$ cat src/rtl/uart_pkg.sv
// Shared UART constants and helpers used by the receive- and transmit-side buffers.
package uart_pkg;

   localparam int unsigned UART_DATA_WIDTH    = 8;
   localparam int unsigned UART_RX_FIFO_DEPTH = 16;

   // Ceiling log2, used to derive pointer widths from a FIFO depth.
   function automatic int unsigned uart_clog2(input int unsigned n);
      int unsigned r;
      r = 0;
      for (int i = 0; i < 32; i++) begin
         if ((64'd1 << i) < 64'(n)) r = 32'(i + 1);
      end
      return r;
   endfunction

endpackage

$ cat src/rtl/uart_rx_fifo_if.sv
// Byte-capture and host-read signals between the UART Receiver, the RX FIFO and the consumer.
interface uart_rx_fifo_if
   import uart_pkg::*;
#(
   parameter int unsigned DATA_WIDTH = UART_DATA_WIDTH,
   parameter int unsigned DEPTH      = UART_RX_FIFO_DEPTH
);
   localparam int unsigned ADDR_WIDTH = uart_clog2(DEPTH);

   logic [DATA_WIDTH-1:0] rx_out;
   logic                  rx_done;
   logic                  rd_en;
   logic                  clear_overrun;
   logic [DATA_WIDTH-1:0] rd_data;
   logic                  rd_valid;
   logic                  empty;
   logic                  full;
   logic [ADDR_WIDTH:0]   count;
   logic                  overrun;

   modport master (
      output rx_out, rx_done, rd_en, clear_overrun,
      input  rd_data, rd_valid, empty, full, count, overrun
   );

   modport slave (
      input  rx_out, rx_done, rd_en, clear_overrun,
      output rd_data, rd_valid, empty, full, count, overrun
   );
endinterface

$ cat src/rtl/uart_fifo_ram.sv
// DEPTH x DATA_WIDTH storage with one synchronous write and one synchronous read port, no reset.
module uart_fifo_ram #(
   parameter int unsigned DATA_WIDTH = 8,
   parameter int unsigned DEPTH      = 16,
   parameter int unsigned ADDR_WIDTH = 4
) (
   input  logic                  clock,
   input  logic                  wr_en,
   input  logic [ADDR_WIDTH-1:0] wr_addr,
   input  logic [DATA_WIDTH-1:0] wr_data,
   input  logic                  rd_en,
   input  logic [ADDR_WIDTH-1:0] rd_addr,
   output logic [DATA_WIDTH-1:0] rd_data
);

   logic [DATA_WIDTH-1:0] mem [DEPTH];
   logic [DATA_WIDTH-1:0] rd_data_q;

   always_ff @(posedge clock) begin
      if (wr_en) mem[wr_addr] <= wr_data;
   end

   // Read-before-write: a same-address write lands after the old word is captured.
   always_ff @(posedge clock) begin
      if (rd_en) rd_data_q <= mem[rd_addr];
   end

   assign rd_data = rd_data_q;

endmodule

$ cat src/rtl/uart_rx_fifo.sv
// Receive-side byte FIFO: captures one byte per rx_done rising edge and serves a registered read port.
module uart_rx_fifo
   import uart_pkg::*;
#(
   parameter int unsigned DATA_WIDTH = UART_DATA_WIDTH,
   parameter int unsigned DEPTH      = UART_RX_FIFO_DEPTH
) (
   input  logic           clock,
   input  logic           reset,
   uart_rx_fifo_if.slave  bus
);

   localparam int unsigned ADDR_WIDTH = uart_clog2(DEPTH);
   localparam int unsigned CNT_WIDTH  = ADDR_WIDTH + 1;

   logic                  rx_done_q, rx_done_d;
   logic [ADDR_WIDTH-1:0] wr_ptr_q, wr_ptr_d;
   logic [ADDR_WIDTH-1:0] rd_ptr_q, rd_ptr_d;
   logic [CNT_WIDTH-1:0]  count_q, count_d;
   logic                  empty_q, empty_d;
   logic                  full_q, full_d;
   logic                  rd_valid_q, rd_valid_d;
   logic                  overrun_q, overrun_d;
   logic                  rd_seen_q, rd_seen_d;

   logic                  wr_evt;
   logic                  rd_evt;
   logic                  wr_acc;
   logic                  drop;
   logic [DATA_WIDTH-1:0] ram_rd_data;

   always_comb begin
      rx_done_d  = bus.rx_done;
      wr_ptr_d   = wr_ptr_q;
      rd_ptr_d   = rd_ptr_q;
      count_d    = count_q;
      overrun_d  = overrun_q;
      rd_seen_d  = rd_seen_q;

      wr_evt = bus.rx_done & ~rx_done_q;
      rd_evt = bus.rd_en & ~empty_q;
      // A full FIFO still accepts a write when a read frees a slot on the same edge.
      wr_acc = wr_evt & (~full_q | rd_evt);
      drop   = wr_evt & full_q & ~rd_evt;

      if (wr_acc) wr_ptr_d = wr_ptr_q + ADDR_WIDTH'(1);
      if (rd_evt) rd_ptr_d = rd_ptr_q + ADDR_WIDTH'(1);

      case ({wr_acc, rd_evt})
         2'b10:   count_d = count_q + CNT_WIDTH'(1);
         2'b01:   count_d = count_q - CNT_WIDTH'(1);
         default: count_d = count_q;
      endcase

      if (drop)                   overrun_d = 1'b1;
      else if (bus.clear_overrun) overrun_d = 1'b0;

      if (rd_evt) rd_seen_d = 1'b1;

      empty_d    = (count_d == '0);
      full_d     = (count_d == CNT_WIDTH'(DEPTH));
      rd_valid_d = rd_evt;
   end

   // rx_done_q resets high so a strobe held across reset release is not captured.
   always_ff @(posedge clock) begin
      if (reset) begin
         rx_done_q  <= 1'b1;
         wr_ptr_q   <= '0;
         rd_ptr_q   <= '0;
         count_q    <= '0;
         empty_q    <= 1'b1;
         full_q     <= 1'b0;
         rd_valid_q <= 1'b0;
         overrun_q  <= 1'b0;
         rd_seen_q  <= 1'b0;
      end else begin
         rx_done_q  <= rx_done_d;
         wr_ptr_q   <= wr_ptr_d;
         rd_ptr_q   <= rd_ptr_d;
         count_q    <= count_d;
         empty_q    <= empty_d;
         full_q     <= full_d;
         rd_valid_q <= rd_valid_d;
         overrun_q  <= overrun_d;
         rd_seen_q  <= rd_seen_d;
      end
   end

   uart_fifo_ram #(
      .DATA_WIDTH (DATA_WIDTH),
      .DEPTH      (DEPTH),
      .ADDR_WIDTH (ADDR_WIDTH)
   ) u_ram (
      .clock   (clock),
      .wr_en   (wr_acc & ~reset),
      .wr_addr (wr_ptr_q),
      .wr_data (bus.rx_out),
      .rd_en   (rd_evt & ~reset),
      .rd_addr (rd_ptr_q),
      .rd_data (ram_rd_data)
   );

   // The RAM read register has no reset; report zero until the first read after reset.
   assign bus.rd_data  = rd_seen_q ? ram_rd_data : '0;
   assign bus.rd_valid = rd_valid_q;
   assign bus.empty    = empty_q;
   assign bus.full     = full_q;
   assign bus.count    = count_q;
   assign bus.overrun  = overrun_q;

endmodule

$ cat src/flat_wrapper.sv
// flat-port wrapper written by rule: the top's interface ports become plain ports
module uart_rx_fifo_flat import uart_pkg::*;
#(
   parameter int unsigned DATA_WIDTH = UART_DATA_WIDTH,
   parameter int unsigned DEPTH      = UART_RX_FIFO_DEPTH
)
  (clock, reset, bus_rx_out, bus_rx_done, bus_rd_en, bus_clear_overrun, bus_rd_data, bus_rd_valid, bus_empty, bus_full, bus_count, bus_overrun);
  uart_rx_fifo_if #(.DATA_WIDTH(DATA_WIDTH), .DEPTH(DEPTH)) bus_i ();
  input  logic clock;
  input  logic reset;
  input wire logic [$bits(bus_i.rx_out)-1:0] bus_rx_out;
  input wire logic [$bits(bus_i.rx_done)-1:0] bus_rx_done;
  input wire logic [$bits(bus_i.rd_en)-1:0] bus_rd_en;
  input wire logic [$bits(bus_i.clear_overrun)-1:0] bus_clear_overrun;
  output wire logic [$bits(bus_i.rd_data)-1:0] bus_rd_data;
  output wire logic [$bits(bus_i.rd_valid)-1:0] bus_rd_valid;
  output wire logic [$bits(bus_i.empty)-1:0] bus_empty;
  output wire logic [$bits(bus_i.full)-1:0] bus_full;
  output wire logic [$bits(bus_i.count)-1:0] bus_count;
  output wire logic [$bits(bus_i.overrun)-1:0] bus_overrun;
  assign bus_i.rx_out = bus_rx_out;
  assign bus_i.rx_done = bus_rx_done;
  assign bus_i.rd_en = bus_rd_en;
  assign bus_i.clear_overrun = bus_clear_overrun;
  assign bus_rd_data = bus_i.rd_data;
  assign bus_rd_valid = bus_i.rd_valid;
  assign bus_empty = bus_i.empty;
  assign bus_full = bus_i.full;
  assign bus_count = bus_i.count;
  assign bus_overrun = bus_i.overrun;
  uart_rx_fifo #(.DATA_WIDTH(DATA_WIDTH), .DEPTH(DEPTH)) u_core (.clock(clock), .reset(reset), .bus(bus_i));
endmodule
$ cat config.mk
export PLATFORM = sky130hd
export DESIGN_NAME = uart_rx_fifo_flat
export DESIGN_NICKNAME = d
export VERILOG_FILES = /design/src/rtl/uart_pkg.sv /design/src/rtl/uart_rx_fifo_if.sv /design/src/rtl/uart_fifo_ram.sv /design/src/rtl/uart_rx_fifo.sv /design/src/flat_wrapper.sv
export SDC_FILE = /design/constraint.sdc
export NUM_CORES = 1
export LEC_CHECK = 0
export BUFFER_PORTS_ARGS = -buffer_cell sky130_fd_sc_hd__buf_2
export CELL_PAD_IN_SITES_DETAIL_PLACEMENT = 2
export CELL_PAD_IN_SITES_GLOBAL_PLACEMENT = 2
export CORE_UTILIZATION = 51
export DETAILED_ROUTE_END_ITERATION = 6
export GPL_TIMING_DRIVEN = 0
export PLACE_DENSITY = 0.9
export SLEW_MARGIN = 20
export SYNTH_ARGS = -nofsm -noshare
export SYNTH_HDL_FRONTEND = slang
export SYNTH_SLANG_ARGS = --single-unit
$ cat constraint.sdc
create_clock -name clock -period 4.4 [get_ports clock]
set_input_delay 0.44 -clock clock [delete_from_list [all_inputs] [get_ports clock]]
set_output_delay 0.44 -clock clock [all_outputs]
set_load 0.05 [all_outputs]
Word level (Yosys, flattened, before mapping). Memory sizes are Yosys's and may differ from the RTL's. A register that Yosys moved wholly into a read port is not among the register bits. Cells that the tools add are included. Widths: inputs -> output; s select.

Bits in writable memories: 128. Input port bits: 13. Output and inout port bits: 17. Memories: 1. Word-level logic and storage cells: 38. Register bits after elaboration: 19.

Memories: u_core.u_ram.mem (depth 16, width 8, read ports 1, clocked after memory_dff 1, wr ports 1, RTL line uart_fifo_ram.sv:16) `logic [DATA_WIDTH-1:0] mem [DEPTH];`.

Bitwise gates (word level): 13. Muxes and demuxes: 6. Add/subtract/negate cells: 4. Reduce and logical (&&, ||, !) cells: 2. Eq/ne operators: 3.

Operators with widths (number): $pmux 5 s2 (1); $add 4x1->4 const B (2); $mux 8 (1); $and 1x1->1 (7); $add 5x1->5 const B (1); $eq 5x5->1 const B (1); $logic_not 5->1 (1); $not 1->1 (5); $sub 5x1->5 const B (1); $mux 1 (4); $eq 2x1->1 const B (1); $eq 2x2->1 const B (1); $reduce_bool 2->1 (1); $or 1x1->1 (1).

Logic depth before layout (Yosys ltp).
Depth in word-level cells: 7. Mapped depth: 12. Depth with buffers taken out: 11.

By module. Synthesis repeated with hierarchy kept, for this count alone.

Cell total of the unflattened synthesis: 336. Area total of the unflattened synthesis: 6175.9 µm².

By module, submodules not included: uart_fifo_ram (cells an instance 229, sequential area each 4083.9 µm², instances 1, area each 5227.5 µm²); uart_rx_fifo (cells an instance 107, sequential area each 380.4 µm², instances 1, area each 948.4 µm²).

Worst setup path after synthesis. No wires, ideal clock.

Path type: flip-flop to flip-flop. Start: reg u_core.empty_q (netlist: u_core.bus.empty). End: reg u_core.full_q (netlist: u_core.bus.full). Data arrival time: 2815 ps. Data required time: 4322 ps. Path buffers: 1. Slack: 1507 ps. Period minus slack after synthesis: 2893 ps. Setup time: 78 ps. Stages on the path, launching flop included: 13. Cells stage by stage: dfxtp_1 > nand2b_1 > a21boi_1 > inv_1 > ha_1 > buf_2 > xor2_1 > ha_1 > a21oi_1 > mux2i_1 > xor2_1 > o311ai_0 > nor3_1.

Cells in the longest elaborated chain, start to end: 7. Elaborated cells between the ends (all ways): 8. Those cells by class: eq/ne (3); mux (1); bitwise (4).

RTL lines: start: declaration (RTL line uart_rx_fifo.sv:20) `logic empty_q, empty_d;`; start signal: assignment (RTL line uart_rx_fifo.sv:82) `empty_q <= empty_d;`; $not 1->1 * (RTL line uart_rx_fifo.sv:41) `rd_evt = bus.rd_en & ~empty_q;`; $and 1x1->1 * (RTL line uart_rx_fifo.sv:41); $or 1x1->1 (RTL line uart_rx_fifo.sv:43) `wr_acc = wr_evt & (~full_q | rd_evt);`; $and 1x1->1 (RTL line uart_rx_fifo.sv:43); $eq 2x1->1 or $eq 2x2->1 (tied branches) (RTL line uart_rx_fifo.sv:49) `case ({wr_acc, rd_evt})`; $pmux 5 s2 * (RTL line uart_rx_fifo.sv:49); $eq 5x5->1 * (RTL line uart_rx_fifo.sv:61) `full_d = (count_d == CNT_WIDTH'(DEPTH));`; end signal: assignment (RTL line uart_rx_fifo.sv:83) `full_q <= full_d;`; end: declaration (RTL line uart_rx_fifo.sv:21) `logic full_q, full_d;`.

Every way passes the cells marked *; elsewhere a longest branch is shown, timed or not. A chain may end at the register's enable or synchronous reset.

Worst setup path after layout. Ends and elaborated chain as after synthesis.

==> metrics.md <==
| Metric | Value |
|---|---|
| Status | `complete, no violations` |
| Min-Delay Endpoint | `u_core.rx_done_q$_SDFF_PP1_` |
| Seq. cell area | `4464 um^2` |
| Ratio of cells with drive above 1 in the final layout | `20.62%` |
| Internal reg-to-reg setup slack | `0.53 ns` |
| Worst Setup End Kind | `flop` |
| Worst R2R Path Depth | `12` |
| Initial DRC count | `308` |
| Vias in the first global route | `3687` |
| Clk_lat worst skew | `0.43 ns` |
| CP max-delay cell | `a21boi_1` |
| Seq/Total Area, Yosys | `70.99%` |
| Cells after synthesis | `327` |
| Root Buffer | `clkbuf_16` |
| GRT overflow | `0` |
| Fmax | `258.4 MHz` |
| Post-synth ARST share | `0%` |
| Via count | `3326` |
| CTS tree | `done` |
| Core area | `12010 um^2` |
| Hold path cells | `2` |
| Die W | `113.0 um` |
| Postcts setup bufs | `0` |
| Initial antenna violation count | `0` |
| Die area | `12780 um^2` |
| PD cells | `517.3 nW/um^2` |
| Synth warn | `0` |
| First-pass GRT wire length | `25140 um` |
| Post-layout util | `60.46%` |
| ANT cells | `0` |
| IO Port Bufs | `29` |
| Final setup margin | `0.5302 ns` |
| Final WL | `17130 um` |
| CP Max Fanout | `8` |
| CP Cell Sequence | `nand2b_1, a21boi_1, inv_1, ha_1, buf_2, xor2_1, ha_1, a21oi_1, mux2i_1, xor2_1, o311ai_0, nor3_1` |
| Slew Limit Fails | `0` |
| # IOs | `30` |
| Period minus WS final | `3.870 ns` |
| CTS buffer count | `17` |
| Setup tns final | `0 ns` |
| Hold path startpoint | `bus_rx_done` |
| DPL Wire Length | `11390 um` |
| Worst r2r src | `u_core.bus.empty$_SDFF_PP1_` |
| Crit start category | `flop` |
| Post-cts sizing count | `0` |
| CP Data Required Time | `4.74 ns` |
| Fin nets | `397` |
| Post-CTS Hold Buffers | `0` |
| Max cap viols | `0` |
| Synth cell types | `35` |
| Tot Pwr | `3.757 mW` |
| H-tree Lvls | `4` |
| Post-synth EDFFs | `136` |
| Worst vdd ir | `305.0 uV` |
| Clock Skew | `0.01237 ns` |
| Die height | `113.0 um` |
| Initial core utilization | `52.35%` |
| Worst Tran Pin Value | `0.9870 ns` |
| Total GRT Usage | `29.46%` |
| DRC Markers | `0` |
| Leak | `2.500 nW` |
| Setup violators final | `0` |
| Slowest stage delay, CP | `0.72 ns` |
| Relative slew slack | `33.84%` |
| GPL Wtd Cong | `0.7352` |
| Clock slew at reported path FFs | `0.07 ns` |
| Antenna Violating Nets Remaining | `0` |
| Hold Slack | `0.2172 ns` |
| Crit share post-route | `87.95%` |
| Syn Nets | `349` |
| Max clock buf depth | `2` |
| DR pass1 iterations | `4` |
| Count of final hold-check violations | `0` |
| RSZ-0062 raised after global routing | `false` |
| Place WS | `0.5627 ns` |
| #FFs+latches synth | `155` |
| Hold Path Class | `input pin to flop` |
| Mapped Area | `6289 um^2` |
| Largest net degree at the start of global routing | `17` |
| Commonest register cell after synthesis | `edfxtp_1` |
| Filler cells | `949` |
| Row count | `40` |
| FF-to-FF End | `u_core.bus.full$_SDFF_PP0_` |
| Multi-input logic area | `1722 um^2` |
| Drt via density | `6.217` |
| Critical path arrival | `4.21 ns` |
| Area Growth Syn to Fin | `15.48%` |
| WL per Instance | `32.02 um` |
| Critical path class | `flop to flop` |
| Post-Syn Area per Cell | `19.23 um^2` |
| # clock sinks | `155` |
-- cell families (layout without fill, tap and decap cells) --
kind of cell / after synthesis / in the layout / synth area share [%]
xor gates and xnor gates: 13 / 13 / 1.811
AOI/OAI and AO/OA: 9 / 9 / 0.9153
DFF: 155 / 155 / 70.99
adders and majority gates: 9 / 9 / 1.791
buffers and inverters: 22 / 83 / 1.950
and+or+nand+nor: 76 / 76 / 5.949
muxes: 43 / 43 / 16.59
-- how the worst max path moves through the flow --
stage | start | slack [ns] | cells after the start | to
4_1_cts | u_core.bus.empty$_SDFF_PP1_ | 0.61 | 12 | u_core.bus.full$_SDFF_PP0_
3_3_place_gp | bus_rx_done | 1.02 | 13 | u_core.bus.full$_SDFF_PP0_
3_5_place_dp | bus_rd_en | 0.56 | 13 | u_core.bus.full$_SDFF_PP0_
5_1_grt | u_core.bus.empty$_SDFF_PP1_ | 0.36 | 12 | u_core.bus.full$_SDFF_PP0_
6_report | u_core.bus.empty$_SDFF_PP1_ | 0.53 | 12 | u_core.bus.full$_SDFF_PP0_
2_1_floorplan | u_core.bus.empty$_SDFF_PP1_ | 1.51 | 12 | u_core.bus.full$_SDFF_PP0_
-- final cells by class --
class	instances	area share, %
repair buffers	29	1.999
clock buffers	19	5.961
well taps	147	2.533
inverters	5	0.2584
multi-input cells	150	23.71
flip-flops and latches	155	61.47
plain buffers	17	1.430
clock inverters	13	2.636
-- placed cells by master, fill, tap and decap left out, types with 4 or more instances in the layout --
cell type,n
edfxtp_1,136
nor2_1,32
buf_2,31
mux4_1,30
dfxtp_1,19
clkbuf_16,17
clkbuf_1,11
nand2_1,11
xor2_1,10
mux4_2,10
ha_1,9
and2_1,8
inv_1,5
nor3_2,4
nand4_1,4
bufinv_16,4
-- sequential cells by signal, summed over array words and instances, names as in the netlist --
| signal | flops |
|---|---|
| u_core.bus.empty | 1 |
| u_core.bus.overrun | 1 |
| u_core.u_ram.mem | 128 |
| u_core.rd_ptr_q | 4 |
| u_core.rx_done_q | 1 |
| u_core.bus.full | 1 |
| u_core.bus.count | 5 |
| u_core.rd_seen_q | 1 |
| u_core.wr_ptr_q | 4 |
| u_core.u_ram.rd_data | 8 |
| u_core.bus.rd_valid | 1 |
-- cell usage after synthesis, types with 4 or more instances --
cell type	number	share of area [%]
clkbuf_1	9	0.54
and2_1	8	0.80
xor2_1	10	1.4
nor2_1	32	1.9
mux4_1	30	13
inv_1	5	0.30
nand2_1	11	0.66
dfxtp_1	19	6.0
ha_1	9	1.8
nor3_1	6	0.48
mux4_2	10	3.6
edfxtp_1	136	65
nand4_1	4	0.40
-- through the flow --
step,instance area (um^2),std cells
floorplan,6289,327
global route,7262,535
finish,7262,535
CTS,7262,535
global placement,6618,503
detailed placement,6638,503
-- routing by layer --
metal / vias up / track usage [%] / part of all wire, %
met5: - / 0 / 0
met4: 0 / 12.81 / 3.0
met3: 31 / 4.874 / 4.0
met2: 104 / 51.66 / 53
met1: 1776 / 36.30 / 40
li1: 1415 / - / -
-- report_power, final --
part	switching, mW	internal (mW)
clock network	0.609	0.955
registers	0.0320	1.63
logic	0.325	0.203
-- worst max-delay path, delay by kind of cell, from the launching register on --
family	cells	cell delay, ns
XOR/XNOR	2	0.48
multiplexers	1	0.26
flip-flops	1	0.31
buffers and inverters	2	0.38
AND/OR/NAND/NOR	2	0.51
AO/OA/AOI/OAI	3	1.28
adder cells (fa/ha/maj)	2	0.54
Note: power is estimated with default switching activity, not from simulation.
